===== config.mk =====
export PLATFORM = sky130hd
export DESIGN_NAME = w_burst_controller
export DESIGN_NICKNAME = d
export VERILOG_FILES = /design/src/rtl/w_ctrl_pkg.sv /design/src/rtl/w_free_counter.sv /design/src/rtl/w_burst_controller.sv
export SDC_FILE = /design/constraint.sdc
export NUM_CORES = 1
export LEC_CHECK = 0
export CORE_ASPECT_RATIO = 0.8
export CORE_MARGIN = 2
export CORE_UTILIZATION = 35
export DETAILED_ROUTE_END_ITERATION = 8
export GPL_TIMING_DRIVEN = 0
export PLACE_DENSITY = 0.72
export SYNTH_ARGS = -nofsm -noshare
export SYNTH_HDL_FRONTEND = slang
export SYNTH_SLANG_ARGS = --single-unit

===== constraint.sdc =====
create_clock -name clk -period 5.9 [get_ports clk]
set_input_delay 0.885 -clock clk [delete_from_list [all_inputs] [get_ports clk]]
set_output_delay 0.885 -clock clk [all_outputs]
set_load 0.005 [all_outputs]

===== src/rtl/w_ctrl_pkg.sv =====
// Shared types and pointer helpers for the multi-port FIFO write/read controllers.
package w_ctrl_pkg;

  typedef enum logic [1:0] {
    IDLE  = 2'd0,
    WRITE = 2'd1,
    STALL = 2'd2
  } w_state_e;

  localparam int PTR_MAX_W = 32;

  // Distance a - b on a w-bit wrapping pointer (w includes the wrap bit).
  function automatic logic [PTR_MAX_W-1:0] ptr_dist(
    input logic [PTR_MAX_W-1:0] a,
    input logic [PTR_MAX_W-1:0] b,
    input int unsigned          w
  );
    logic [PTR_MAX_W-1:0] mask;
    if (w >= PTR_MAX_W) mask = '1;
    else                mask = (PTR_MAX_W'(1) << w) - PTR_MAX_W'(1);
    return (a - b) & mask;
  endfunction

endpackage


===== src/rtl/w_free_counter.sv =====
// Combinational free space and full flag from a write/read pointer pair.
module w_free_counter
  import w_ctrl_pkg::*;
#(
  parameter int AW = 4
) (
  input  logic [AW:0] wr_ptr,
  input  logic [AW:0] rd_ptr,
  output logic [AW:0] free_cnt,
  output logic        full
);

  localparam logic [AW:0] DEPTH_V = {1'b1, {AW{1'b0}}};

  logic [AW:0] used;

  assign used     = (AW+1)'(ptr_dist(PTR_MAX_W'(wr_ptr), PTR_MAX_W'(rd_ptr), AW + 1));
  assign free_cnt = DEPTH_V - used;
  assign full     = (free_cnt == '0);

endmodule


===== src/rtl/w_burst_controller.sv =====
// Write-side burst controller: up to PAR words per cycle into a DEPTH-entry FIFO.
// Optional partial acceptance is enabled by defining W_CTRL_PARTIAL_EN.
module w_burst_controller
  import w_ctrl_pkg::*;
#(
  parameter int DEPTH = 16,
  parameter int PAR   = 2,
  parameter int AW    = $clog2(DEPTH),
  parameter int NW    = $clog2(PAR + 1)
) (
  input  logic              clk,
  input  logic              rst,
  input  logic              w_en,
  input  logic [NW-1:0]     w_num,
  input  logic [AW:0]       rd_ptr,
  output logic [PAR-1:0]    wr_lane_en,
  output logic [PAR*AW-1:0] wr_addr,
  output logic [AW:0]       wr_ptr,
  output logic              ready,
  output logic [NW-1:0]     w_acc,
  output logic              full,
  output logic [AW:0]       free_cnt
);

  w_state_e       state_q, state_d;
  logic [NW-1:0]  cnt_q, cnt_d;
  logic [AW:0]    wr_ptr_q, wr_ptr_d;
  logic [PAR-1:0] lane_en_q, lane_en_d;
  logic           ready_q, ready_d;

  logic [NW-1:0]  n_req;
  logic [AW:0]    n_ext;
  logic [AW:0]    avail;

  w_free_counter #(
    .AW(AW)
  ) u_free (
    .wr_ptr  (wr_ptr_q),
    .rd_ptr  (rd_ptr),
    .free_cnt(free_cnt),
    .full    (full)
  );

  always_comb begin
    n_req = (w_num > NW'(PAR)) ? NW'(PAR) : w_num;
    n_ext = (AW+1)'(n_req);
    // In WRITE the pointer has not yet advanced, so discount the burst in flight.
    avail = (state_q == WRITE) ? (free_cnt - (AW+1)'(cnt_q)) : free_cnt;

    state_d = IDLE;
    cnt_d   = '0;
    if (w_en && (n_req != '0)) begin
      if (n_ext <= avail) begin
        state_d = WRITE;
        cnt_d   = n_req;
      end
`ifdef W_CTRL_PARTIAL_EN
      else if (avail != '0) begin
        state_d = WRITE;
        cnt_d   = NW'(avail);
      end
`endif
      else begin
        state_d = STALL;
      end
    end

    wr_ptr_d = wr_ptr_q;
    if (state_q == WRITE) wr_ptr_d = wr_ptr_q + (AW+1)'(cnt_q);

    ready_d   = (state_d == WRITE);
    lane_en_d = '0;
    for (int i = 0; i < PAR; i++) begin
      lane_en_d[i] = (NW'(i) < cnt_d);
    end
  end

  always_ff @(posedge clk or negedge rst) begin
    if (!rst) begin
      state_q   <= IDLE;
      cnt_q     <= '0;
      wr_ptr_q  <= '0;
      lane_en_q <= '0;
      ready_q   <= 1'b0;
    end else begin
      state_q   <= state_d;
      cnt_q     <= cnt_d;
      wr_ptr_q  <= wr_ptr_d;
      lane_en_q <= lane_en_d;
      ready_q   <= ready_d;
    end
  end

  genvar gi;
  generate
    for (gi = 0; gi < PAR; gi++) begin : g_lane_addr
      assign wr_addr[gi*AW +: AW] = wr_ptr_q[AW-1:0] + AW'(gi);
    end
  endgenerate

  assign wr_lane_en = lane_en_q;
  assign wr_ptr     = wr_ptr_q;
  assign ready      = ready_q;
  assign w_acc      = cnt_q;

endmodule


After elaboration in Yosys (flattened, before gate mapping) --
Index checks and enable logic that the tools add are counted.
Cells by class: add/sub/neg operators 5, $lt $le $gt $ge 4, equality and inequality tests 2, muxes and demuxes 6, reduce and logical (&&, ||, !) cells 3
Operators by type and width (number):
- $mux W2 | 5
- $add A5 B2 Y5 | 1
- $le A2 B5 Y1 | 1
- $logic_not A5 Y1 | 1
- $mux W5 | 1
- $sub A5 B2 Y5 | 1
- $sub A5 B5 Y5 | 1
- $sub A5 B5 Y5 const A | 1
- $add A4 B1 Y4 const B | 1
- $eq A2 B1 Y1 const B | 2
- $lt A1 B2 Y1 const A | 2
- $gt A2 B2 Y1 const B | 1
- $reduce_bool A2 Y1 | 1
- $logic_and A1 B1 Y1 | 1
Word-level totals: flip-flop bits (word level) 12, output and inout port bits 24, logic and storage cells 25

Depth between registers and ports, before layout --
Gate-level depths: netlist (run 1).
word-level depth 8, mapped depth 11, gate-level depth less buffers 11

Modules after synthesis --
From an unflattened synthesis (run 1), not the netlist that was laid out.
Unflattened totals: cell total of the unflattened synthesis 97, area, all modules 929.6 µm²
Modules (own cells, without submodules):
- w_burst_controller | instances 1, cells an instance 70, area each 704.4 µm²
- w_free_counter | instances 1, cells an instance 27, area each 225.2 µm²

Worst setup path after synthesis (run 1) --
Ideal clock, no wire load.
path type in2out, from input port rd_ptr[1], to output port full, arrival time 2.344 ns, data required time 5.015 ns, path slack 2.671 ns, stages on the path 6, cells stage by stage ha_1 -> ha_1 -> fa_1 -> xor2_2 -> nor2_1 -> nor4b_1
On the way: cells in the longest elaborated chain, start to end 3
RTL lines:
- start, declared | RTL line w_burst_controller.sv:15 | input logic [AW:0] rd_ptr,
- $sub A5 B5 Y5 | RTL line w_ctrl_pkg.sv:21 | return (a - b) & mask;
- $sub A5 B5 Y5 | RTL line w_free_counter.sv:18 | assign free_cnt = DEPTH_V - used;
- via free_cnt[3] | RTL line w_burst_controller.sv:22 | output logic [AW:0] free_cnt
- $logic_not A5 Y1 | RTL line w_free_counter.sv:19 | assign full = (free_cnt == '0);
- end, declared | RTL line w_burst_controller.sv:21 | output logic full,
The timed path passes the listed nets, and every way through them passes these cells.

Worst setup path in the final report (run 1) --
from input port rd_ptr[1], to output port full
On the way: cells in the longest elaborated chain, start to end 3
RTL lines (RTL line):
- $sub A5 B5 Y5 | w_ctrl_pkg.sv:21
- $sub A5 B5 Y5 | w_free_counter.sv:18
- $logic_not A5 Y1 | w_free_counter.sv:19
No other way between the ends.

==> results of run 1 <==
[cells in the final DEF, fill, tap and decap left out]
cell | synthesis | layout
clkdlybuf4s50_1 | 0 | 33
a21oi_1 | 5 | 5
a21o_1 | 1 | 1
o41ai_2 | 1 | 1
a311oi_2 | 1 | 1
nand2_1 | 4 | 4
nor4b_1 | 1 | 1
ha_1 | 14 | 14
nand2b_1 | 2 | 2
clkbuf_1 | 2 | 2
nor2b_1 | 2 | 2
xor2_2 | 1 | 1
inv_1 | 12 | 12
mux2i_1 | 2 | 2
nor2_1 | 3 | 3
buf_4 | 5 | 5
o21ai_0 | 1 | 1
inv_2 | 2 | 2
fa_1 | 3 | 3
a211oi_1 | 1 | 1
nand3_1 | 1 | 1
a211o_1 | 1 | 1
a31oi_1 | 3 | 3
clkbuf_4 | 0 | 3
xnor2_1 | 7 | 7
or4_1 | 1 | 1
nor4_1 | 1 | 1
dfrtp_1 | 10 | 10
xor2_1 | 1 | 1
and4bb_1 | 1 | 1
nor3_1 | 2 | 2
o21ai_1 | 2 | 2
[routing by layer]
| metal | track usage, % | up-vias |
|---|---|---|
| li1 | - | 386 |
| met4 | 2.17 | 0 |
| met2 | 26.9 | 29 |
| met3 | 6.30 | 2 |
| met5 | 0 | - |
| met1 | 16.4 | 345 |
[worst paths after layout]
check / end / slack (ps) / cells past startpoint / from
setup / recovery: full / 1680 / 8 / rd_ptr[1]
hold / removal: wr_ptr[4]$_DFFE_PN0N_ / 520 / 1 / wr_ptr[4]$_DFFE_PN0N_
setup reg to reg: state_q[1]$_DFF_PN0_ / 2910 / 10 / wr_ptr[1]$_DFFE_PN0N_
hold reg to reg: wr_ptr[4]$_DFFE_PN0N_ / 520 / 1 / wr_ptr[4]$_DFFE_PN0N_
max in group asynchronous: w_acc[0]$_DFF_PN0_ / 4660 / 1 / rst
min in group asynchronous: wr_ptr[4]$_DFFE_PN0N_ / 930 / 1 / rst
[metrics by stage]
step,cell area (sq um),power [uW],instances
floorplan,905,467,93
global placement,1280,705,162
detailed placement,1280,732,162
CTS,1300,783,165
global route,1300,851,165
finish,1300,769,165
[registers in the layout (all words and copies together) (netlist names)]
signal,count
wr_ptr,5
w_acc,2
ready,1
state_q,1
wr_lane_en,1
[worst max-delay path, stage by stage]
cell and delay (ps):
clkdlybuf4s50_1 420, ha_1 300, ha_1 220, fa_1 410, xor2_2 210, nor2_1 100, nor4b_1 230, clkdlybuf4s50_1 560
[final cells by class]
type                       instances  share of cell area [%]
tap                               36                    3.46
sequential                        10                    19.2
clock buffer                       3                    1.73
inverter                          14                    4.03
timing repair buffer              33                    25.4
buffer                             7                    3.46
multi-input combinational         62                    42.7
[where the power goes]
group | leakage, uW | switching, uW | internal, uW
Clock | 0.0000138 | 21.0 | 23.4
Sequential | 0.000129 | 30.9 | 92.8
Combinational | 0.000435 | 280 | 321
[kinds of logic after synthesis]
kind of cell / count (synthesis) / share of synthesized area (%)
multiplexers: 2 / 2.21
XOR/XNOR: 9 / 9.54
AO/OA/AOI/OAI: 16 / 12.6
AND/OR/NAND/NOR: 18 / 11.2
adder cells (fa/ha/maj): 17 / 26.0
buffers and inverters: 21 / 10.8
flip-flops: 10 / 27.7
==> flow_metrics.env, run 1 <==
export IMPL_status="finished, final reports clean"
export IMPL_ctsHoldBuffers=0
export IMPL_antenna_found_initial=0
export IMPL_max_clock_freq_ghz=0.237
export IMPL_clock_sinks=10
export IMPL_wl_met3_um=172
export IMPL_ys_seq_area_share_pct=27.7
export IMPL_synth_nets=120
export IMPL_worstMarginPinSlew_ps=558
export IMPL_die_area_sq_um=3010
export IMPL_dr_pass1_iters=4
export IMPL_ir_worst_vdd_v=0.000202
export IMPL_p_leak_uw=0.000578
export IMPL_routedWlPerCell_um=11.8
export IMPL_core_area_sq_um=2440
export IMPL_rsz0062_at_grt="false"
export IMPL_fin_crit_ps=4220
export IMPL_postCtsSetupBuffers=0
export IMPL_dpl_worst_slack_ps=1650
export IMPL_min_path_type="register to register"
export IMPL_synth_cell_types=30
export IMPL_final_max_slew_violation_count=0
export IMPL_synth_cells=93
export IMPL_top_layer="met4"
export IMPL_avgSynthCellArea_sq_um=9.73
export IMPL_cts_max_level=1
export IMPL_fin_crit_sh_pct=71.5
export IMPL_end_kind="output port"
export IMPL_synth_edf_count=0
export IMPL_die_h_um=49.5
export IMPL_cts_buffers=3
export IMPL_drt_initial_drc_count=9
export IMPL_synth_area_leaders="dfrtp_1, ha_1, xnor2_1, fa_1, inv_1"
export IMPL_ys_ff_latch=10
export IMPL_antennaDiodeCount=0
export IMPL_port_buffer_count=33
export IMPL_hold_slack_ps=518
export IMPL_seqCellArea_sq_um=250
export IMPL_clk_insertion_delay_late_ps=260
export IMPL_slew_headroom_pct=62.4
export IMPL_yosys_area_top_type="dfrtp_1"
export IMPL_grt_start_max_net_pins=11
export IMPL_vias_per_cell=4.62
export IMPL_fin_util_pct=53.3
export IMPL_wl_met1_um=766
export IMPL_arrival_ps=3330
export IMPL_fp_dieW_um=60.8
export IMPL_worst_slack_ps=1680
export IMPL_fillCellCount=243
export IMPL_grt_overflow_total=0
export IMPL_ys_top_cells_by_count="ha_1, inv_1, dfrtp_1"
export IMPL_area_delta_synth_final_pct=44.0
export IMPL_path_class="input pin to output port"
export IMPL_drc=0
export IMPL_multiInputGateArea_sq_um=557
export IMPL_wl_met2_um=993
export IMPL_cts_tree="yes"
export IMPL_start_util_pct=37.0
export IMPL_cts_resized=0
export IMPL_synthArstFlopShare_pct=100
export IMPL_grt_pass1_wl_mm=3.32
export IMPL_synth_ff_type="dfrtp_1"
export IMPL_drt_total_wl_mm=1.94
export IMPL_vias=762
export IMPL_maxCapViolations=0
export IMPL_p_per_area_nw_per_um2=591
export IMPL_cts_path_max_buffers=2
export IMPL_layout_drive_gt1_share_pct=10.1
export IMPL_cp_start_kind="input pin"
export IMPL_clkTransAtPathRegs_ps=60
export IMPL_setup_violations=0
export IMPL_finalClockSkew_ps=6.24
export IMPL_ant_nets=0
export IMPL_synthMostInstantiatedCell="ha_1"
export IMPL_hpwl_mm=1.63
export IMPL_setup_tns_ps=0
export IMPL_cts_root_buffer="clkbuf_4"
export IMPL_rows=16
export IMPL_syn_area_sq_um=905
export IMPL_nets=158
export IMPL_path_max_fanout=7
export IMPL_yosysTopAreaCellShare_pct=27.7
export IMPL_hold_viol=0
export IMPL_place_congestion=0.686
export IMPL_ioPinCount=34
export IMPL_worstPathRequired_ps=5020
export IMPL_grt_usage_pct=15.0
export IMPL_synth_warnings=0
export IMPL_grt_pass1_vias=753
Power figures use the tool's default switching activity.
==> inputs of run 2 (changes only) <==
==> constraint.sdc (replaced) <==
create_clock -name clk -period 4.3 [get_ports clk]
set_input_delay 0.645 -clock clk [delete_from_list [all_inputs] [get_ports clk]]
set_output_delay 0.645 -clock clk [all_outputs]
set_load 0.005 [all_outputs]
==> results of run 2 <==
The final DEF is identical to that of run 1. Status: finished, final reports clean.
Main changes from that run: setup slack after placement 1650 ps -> 528 ps; setup slack after layout 1680 ps -> 563 ps; register-to-register setup slack 2910 ps -> 1310 ps; total power 769 uW -> 1060 uW; worst IR drop on VDD 0.000202 V -> 0.000277 V
==> inputs of run 3 (changes only) <==
--- a/config.mk
+++ b/config.mk
@@ -6,7 +6,7 @@
 export NUM_CORES = 1
 export LEC_CHECK = 0
 export CORE_ASPECT_RATIO = 0.8
-export CORE_MARGIN = 2
+export CORE_MARGIN = 4
 export CORE_UTILIZATION = 35
 export DETAILED_ROUTE_END_ITERATION = 8
 export GPL_TIMING_DRIVEN = 0
==> run 3 against run 2 <==
Effect of this change: clock power down 1%; fmax up 1.1%; non-clock buffer count unchanged; routed wire length up 0.15%; global-route usage down 2.3 points; critical endpoint unchanged; worst setup slack better by 40 ps; sequential share of layout area unchanged; clock skew down 3.7 ps; hold slack better by 19 ps.
==> flow_metrics.env, run 3 (synthesis results as in run 1) <==
export IMPL_status="finished, final reports clean"
export IMPL_p_per_area_nw_per_um2=804
export IMPL_grt_pass1_vias=697
export IMPL_drc=0
export IMPL_rsz0062_at_grt="false"
export IMPL_nets=158
export IMPL_die_h_um=53.5
export IMPL_port_buffer_count=33
export IMPL_reg2reg_depth=10
export IMPL_setup_tns_ps=0
export IMPL_min_path_type="register to register"
export IMPL_cts_path_max_buffers=2
export IMPL_hp_start="wr_ptr[4]$_DFFE_PN0N_"
export IMPL_slew_headroom_pct=65.1
export IMPL_hold_viol=0
export IMPL_ir_worst_vdd_v=0.000420
export IMPL_ctsHoldBuffers=0
export IMPL_cts_root_buffer="clkbuf_4"
export IMPL_start_util_pct=36.7
export IMPL_arrival_ps=3050
export IMPL_cts_max_level=1
export IMPL_clock_sinks=10
export IMPL_rows=16
export IMPL_final_max_slew_violation_count=0
export IMPL_path_max_fanout=7
export IMPL_grt_start_max_net_pins=11
export IMPL_hpwl_mm=1.68
export IMPL_layout_drive_gt1_share_pct=10.1
export IMPL_ant_nets=0
export IMPL_worstPathRequired_ps=3650
export IMPL_cts_resized=0
export IMPL_path_class="input pin to output port"
export IMPL_place_congestion=0.731
export IMPL_fp_dieW_um=64.8
export IMPL_max_clock_freq_ghz=0.270
export IMPL_clk_insertion_delay_late_ps=260
export IMPL_grt_pass1_wl_mm=3.19
export IMPL_vias=773
export IMPL_fin_crit_sh_pct=86.0
export IMPL_ioPinCount=34
export IMPL_antennaDiodeCount=0
export IMPL_die_area_sq_um=3470
export IMPL_hold_depth=1
export IMPL_clkTransAtPathRegs_ps=60
export IMPL_holdPathEnd="wr_ptr[4]$_DFFE_PN0N_"
export IMPL_crit_reg2reg_launch="wr_ptr[1]$_DFFE_PN0N_"
export IMPL_maxCapViolations=0
export IMPL_dr_pass1_iters=2
export IMPL_largest_reg_flops=5
export IMPL_drt_total_wl_mm=1.94
export IMPL_end_kind="output port"
export IMPL_mostFrequentLayoutCells="clkdlybuf4s50_1, ha_1, inv_1, dfrtp_1, xnor2_1"
export IMPL_worstMarginPinSlew_ps=518
export IMPL_ff2ff_setup_slack_ps=1330
export IMPL_final_common_cell="clkdlybuf4s50_1"
export IMPL_finalClockSkew_ps=2.58
export IMPL_routedWlPerCell_um=11.8
export IMPL_cp_start_kind="input pin"
export IMPL_drt_initial_drc_count=3
export IMPL_fin_crit_ps=3700
export IMPL_reg2reg_to="state_q[1]$_DFF_PN0_"
export IMPL_antenna_found_initial=0
export IMPL_cts_tree="yes"
export IMPL_postCtsSetupBuffers=0
export IMPL_grt_usage_pct=12.7
export IMPL_area_delta_synth_final_pct=44.0
export IMPL_setup_violations=0
export IMPL_fin_util_pct=52.9
export IMPL_fillCellCount=260
export IMPL_core_area_sq_um=2460
export IMPL_grt_overflow_total=0
export IMPL_vias_per_cell=4.68
export IMPL_p_leak_uw=0.000578
export IMPL_cts_buffers=3
==> run 3: worst max path at each step <==
stage	start	endpoint	slack [ps]	cells past startpoint
floorplan	rd_ptr[1]	state_q[1]$_DFF_PN0_	1470	9
global placement	rd_ptr[1]	full	600	8
detailed placement	rd_ptr[1]	full	570	8
CTS	rd_ptr[1]	full	570	8
global route	rd_ptr[1]	full	460	8
finish	rd_ptr[1]	full	600	8
==> run 3: final cells by class <==
class / instances / area (sq um) / share of cell area [%]
Buffer: 7 / 45.0 / 3.46
Clock buffer: 3 / 22.5 / 1.73
Inverter: 14 / 52.6 / 4.03
Multi-Input combinational cell: 62 / 557 / 42.7
Sequential cell: 10 / 250 / 19.2
Tap cell: 36 / 45.0 / 3.46
Timing Repair Buffer: 33 / 330 / 25.4
==> run 3: layer usage <==
| metal | global-route usage, % | vias to the layer above | wire length (um) |
|---|---|---|---|
| met5 | 0 | - | 0 |
| li1 | - | 384 | - |
| met2 | 23.3 | 25 | 1000 |
| met3 | 5.73 | 2 | 168 |
| met1 | 13.2 | 362 | 766 |
| met4 | 3.16 | 0 | 8 |
==> run 3: through the flow <==
step           setup WS [ps]  area, sq um  hold WS [ps]  power, uW  cells
6_report                 603         1300           536       1050    165
5_1_grt                  455         1300           590       1150    165
4_1_cts                  568         1300           562       1070    165
3_5_place_dp             574         1280           553        999    162
3_3_place_gp             596         1280           510        968    162
2_1_floorplan           1470          905           349        640     93
==> run 3: power by group <==
part           switching (uW)  internal [uW]
sequential               40.9            127
combinational             380            440
clock                    28.0           32.1
==> run 3: critical path, cell delays in order <==
cell and delay, ps:
clkdlybuf4s50_1 410, ha_1 300, ha_1 220, fa_1 400
xor2_2 210, nor2_1 100, nor4b_1 220, clkdlybuf4s50_1 550
